**src/rtl/sdp_ram_streamer.sv**
```systemverilog
// Streams a run of words from a simple-dual-port RAM read port onto an AXI4-Stream master.
// A credit-limited FIFO absorbs the RAM read latency so backpressure never drops or repeats data.
module sdp_ram_streamer #(
    parameter int DW         = 512,
    parameter int DD         = 16384,
    parameter int RD_LAT     = 2,
    parameter int FIFO_DEPTH = 8,
    localparam int AW        = $clog2(DD)
) (
    input  logic          clk,
    input  logic          resetn,
    input  logic          start,
    input  logic [AW-1:0] first_addr,
    input  logic [AW:0]   word_count,
    output logic          busy,
    output logic          done,
    output logic [AW-1:0] addrb,
    input  logic [DW-1:0] dob,
    output logic [DW-1:0] M_AXIS_TDATA,
    output logic          M_AXIS_TVALID,
    output logic          M_AXIS_TLAST,
    input  logic          M_AXIS_TREADY
);

    localparam int PW = $clog2(FIFO_DEPTH);
    localparam int CW = $clog2(FIFO_DEPTH + 1);
    localparam logic [AW:0]   DD_W    = (AW + 1)'(DD);
    localparam logic [AW:0]   ONE_W   = (AW + 1)'(1);
    localparam logic [AW-1:0] LAST_AD = AW'(DD - 1);
    localparam logic [CW:0]   CREDITS = (CW + 1)'(FIFO_DEPTH);

    typedef enum logic [1:0] {IDLE, RUN, DRAIN} state_t;

    state_t         state;
    state_t         state_nxt;
    logic [AW:0]    count_clamped;
    logic [AW:0]    reads_left;
    logic [AW:0]    beats_left;
    logic [CW-1:0]  in_flight;
    logic [CW-1:0]  fifo_count;
    logic [PW-1:0]  wr_ptr;
    logic [PW-1:0]  rd_ptr;
    logic [DW-1:0]  fifo_mem [FIFO_DEPTH];
    logic           addr_vld;
    logic [RD_LAT-1:0] dly;
    logic           credit_ok;
    logic           issue_first;
    logic           issue_run;
    logic           issue;
    logic           push;
    logic           fire;
    logic           last_fire;

    assign count_clamped = (word_count > DD_W) ? DD_W : word_count;
    // Credit counts reads already issued but not yet landed, so the FIFO cannot overflow.
    assign credit_ok     = ({1'b0, in_flight} + {1'b0, fifo_count}) < CREDITS;
    assign push          = dly[RD_LAT-1];
    assign M_AXIS_TVALID = (fifo_count != '0);
    assign M_AXIS_TDATA  = fifo_mem[rd_ptr];
    assign M_AXIS_TLAST  = M_AXIS_TVALID && (beats_left == ONE_W);
    assign fire          = M_AXIS_TVALID && M_AXIS_TREADY;
    assign last_fire     = fire && (beats_left == ONE_W);

    always_ff @(posedge clk) begin
        if (!resetn) state <= IDLE;
        else         state <= state_nxt;
    end

    always_comb begin
        state_nxt = state;
        case (state)
            IDLE: begin
                if (start && count_clamped != '0)
                    state_nxt = (count_clamped == ONE_W) ? DRAIN : RUN;
            end
            RUN: begin
                if (credit_ok && reads_left == ONE_W) state_nxt = DRAIN;
            end
            DRAIN: begin
                if (last_fire) state_nxt = IDLE;
            end
            default: state_nxt = IDLE;
        endcase
    end

    always_comb begin
        busy        = (state != IDLE);
        issue_first = (state == IDLE) && start && (count_clamped != '0);
        issue_run   = (state == RUN) && credit_ok;
        issue       = issue_first || issue_run;
    end

    // The first read is issued on the start edge so addrb holds first_addr one cycle later.
    always_ff @(posedge clk) begin
        if (!resetn) begin
            addrb      <= '0;
            reads_left <= '0;
            beats_left <= '0;
            done       <= 1'b0;
            addr_vld   <= 1'b0;
            dly        <= '0;
            in_flight  <= '0;
        end else begin
            if (issue_first) begin
                addrb      <= first_addr;
                reads_left <= count_clamped - ONE_W;
            end else if (issue_run) begin
                addrb      <= (addrb == LAST_AD) ? '0 : addrb + 1'b1;
                reads_left <= reads_left - ONE_W;
            end
            if (issue_first)
                beats_left <= count_clamped;
            else if (fire)
                beats_left <= beats_left - ONE_W;
            done      <= ((state == DRAIN) && last_fire) ||
                         ((state == IDLE) && start && (count_clamped == '0));
            addr_vld  <= issue;
            dly[0]    <= addr_vld;
            for (int i = 1; i < RD_LAT; i++)
                dly[i] <= dly[i-1];
            in_flight <= in_flight + CW'(issue) - CW'(push);
        end
    end

    always_ff @(posedge clk) begin
        if (!resetn) begin
            wr_ptr     <= '0;
            rd_ptr     <= '0;
            fifo_count <= '0;
        end else begin
            if (push) wr_ptr <= wr_ptr + 1'b1;
            if (fire) rd_ptr <= rd_ptr + 1'b1;
            fifo_count <= fifo_count + CW'(push) - CW'(fire);
        end
    end

    always_ff @(posedge clk) begin
        if (push) fifo_mem[wr_ptr] <= dob;
    end

endmodule

```
**config.mk**
```make
export PLATFORM = sky130hd
export DESIGN_NAME = sdp_ram_streamer
export DESIGN_NICKNAME = d
export VERILOG_FILES = /design/src/rtl/sdp_ram_streamer.sv
export SDC_FILE = /design/constraint.sdc
export NUM_CORES = 2
export LEC_CHECK = 0
export CORE_MARGIN = 2
export CORE_UTILIZATION = 50
export DETAILED_ROUTE_END_ITERATION = 16
export PLACE_DENSITY = 0.69
export SLEW_MARGIN = 25
export SYNTH_ARGS = -nofsm -noshare
export SYNTH_HDL_FRONTEND = slang
export SYNTH_SLANG_ARGS = --single-unit
```
**constraint.sdc**
```tcl
create_clock -name clk -period 98 [get_ports clk]
set_input_delay 19.6 -clock clk [delete_from_list [all_inputs] [get_ports clk]]
set_output_delay 19.6 -clock clk [all_outputs]
set_load 0.005 [all_outputs]
```
==> metrics.cfg <==
[synthesis]
ys_warn_count=0
postSynthNetCount=6981
async_flop_share_pct=0
largest_area_contributor_in_the_synthesized_netlist=edfxtp_1
synth.yosys.seq_area_share_pct=79.2
total_of_flip_flops_plus_latches_after_synthesis=4163
synth_edf_count=4096
synthDominantCellAreaShare_pct=78.3
syn_area_mm2=0.157
synth.top_cells.by_count=edfxtp_1, mux4_2, mux2_2
synth.lib_cells_used.distinct=63
yosys_most_used_dff=edfxtp_1
synth.most_common_cell=edfxtp_1
synth_top_cells_by_area=edfxtp_1, mux4_2, mux2_2
syn-instance-count=6413
synthesis.area_per_instance_um2=24.5

[final_layout]
syn_to_final_growth_pct=18.9
fillerInstances=21200
finalNetCount=8288
post_route_cells_drive_above_1_share_pct=27.9
finish.utilization_pct=59.8

[grt]
overflow=0
maximum_number_of_pins_on_one_net_before_global_route_repair=140
first_pass_grt_wire_length_um=519000
grt_pass1_vias=73300
grtUsageTotal_pct=22.3
initial_antenna_violation_count=142

[setup_path]
critical_path_data_required_time_ns=78.40
critical-path-max-stage-delay_ns=0.94
r2r_cells=7
crit_path_start_kind=flop
crit_arrival_ns=6.95
cp_slowest_cell=dfxtp_4
path_class=reg -> out
cp_cell_sequence=buf_4 -> buf_6 -> buf_4 -> buf_4 -> buf_4 -> mux4_2 -> mux2_2 -> clkdlybuf4s50_1
worst-path-stages=8
timing.critical_path.buf_inv=6
cp_top_family=buffers and inverters
critical_path.most_common_cell=buf_4
worst_path_fanout_max=73
critical_path_sink_type=primary output

[power]
p_per_area_mw_per_mm2=23.9
leakage_uw=0.0570
ir_drop_uv=24.2
total_power_uw=4460

[timing]
fin_worst_hold_slack_ns=0.437
tns_ns=0
finalSetupViolations=0
tightestPinTransition_ns=1.12
fin_skew_ns=0.0835
fin_crit_ns=26.55
timing_hold_violations_final=0
unrepaired_setup_endpoints_after_global_routing=no
max_freq_ghz=0.0377
layout_worst_path_cycle_share_pct=27.1
report.final.slew_viol_count=0
slew_headroom_pct=25.2

[cts]
cts_inserted_buffers=409
clock_path_buffers=4
postCtsHoldBufs=0
clock_sinks=4163
clkLatencyLatePin_ns=0.98
postCtsSetupBuffers=0
tritoncts_clock_tree=built
post_cts_resized=0
cts_root_buffer=clkbuf_16
clk_pin_slew_ns=0.06
htreeDepth=5

[job]
cap_viol_max_count=0

[floorplan]
die-area_mm2=0.319
row_count=205
io_pins=1075
start_util_pct=50.3
floorplan.core_area_mm2=0.312
die_x_um=564
die-height_um=564

[outcome]
run_status=finished, final reports clean

[placed_design]
routabilityCongestion=0.824
place.port_buffers=1074
hpwl_um=210000

[routing]
drt_iter0_markers=7433
routed_wl_um=361000
post-route-drc-count=0
wl_per_cell_um=29.4
drt_pre_antenna_iters=6
dr_total_vias=72000
post_drt_via_cell_ratio=5.87
drtAntennaViolNets=0

[hold_path]
hold_path_class=reg -> reg
worst_hold_path.num_cells=1

-- worst register-to-register path, delay by kind of cell, from the launching register on --
| family | cells | cell delay [ns] |
|---|---|---|
| flip-flops | 1 | 0.45 |
| AND/OR/NAND/NOR | 2 | 0.77 |
| buffers and inverters | 5 | 3.72 |
-- routing by layer --
layer / track usage [%] / vias up / part of all wire, %
met2: 34.5 / 2700 / 48
met5: 0 / - / 0.22
met4: 8.05 / 122 / 3.3
met1: 29.8 / 38300 / 39
met3: 7.19 / 637 / 9.3
li1: - / 30200 / -
-- path summary, 6_finish.rpt --
path	slack, ns	start	end
setup / recovery	71.45	flop	M_AXIS_TDATA[240]
hold / removal	0.44	dly[0]	dly[1]
setup reg to reg	92.64	dly[1]	fifo_mem[1][226]
hold reg to reg	0.44	dly[0]	dly[1]
-- power breakdown --
part	total, uW	internal [uW]	switching [uW]
sequential	1990	1970	13.8
combinational	925	516	409
clock	1550	892	662
-- state kept, by name, summed over array words and instances (netlist names), 2 cells and up, named ones only --
signal,count
wr_ptr,3
fifo_mem,4096
beats_left,15
reads_left,15
rd_ptr,3
state,2
addrb,14
dly,2
in_flight,4
fifo_count,4
-- cells in the final DEF (no fill, tap or decap), drive strengths merged, types with 20 or more instances in the layout --
cell type         n
bufinv           45
ha               21
xnor2            29
nand3            27
clkinv          180
edfxtp         4096
mux4           1024
buf             131
diode            66
a21oi            25
clkbuf          500
dfxtp            67
nor2             39
nand2            49
mux2            512
nor3             20
clkdlybuf4s50  1074
inv              35
-- per-stage QoR --
stage	worst slack, ns	area [um2]	std cells
5_1_grt	70.72	187000	12200
3_5_place_dp	72.04	173000	11400
3_3_place_gp	71.99	173000	11400
6_report	71.45	187000	12300
2_1_floorplan	61.06	157000	6413
4_1_cts	71.02	186000	12200
-- logic make-up after synthesis --
logic type,synth area share (%)
simple gates,0.689
xor+xnor,0.234
buf+inv,0.849
mux,18.4
flops,79.2
fa+ha+maj,0.193
compound gates,0.451
-- area by class of cell --
type	instances	area (um2)	area share (%)
Multi-Input combinational cell	1918	31400	16.8
Antenna cell	66	165	0.0885
Tap cell	4140	5180	2.78
Timing Repair Buffer	1205	12000	6.46
Sequential cell	4163	124000	66.6
Clock inverter	252	2810	1.51
Inverter	23	86.3	0.0463
Clock buffer	500	10600	5.67
No activity file was read; power rests on OpenSTA's default activity.
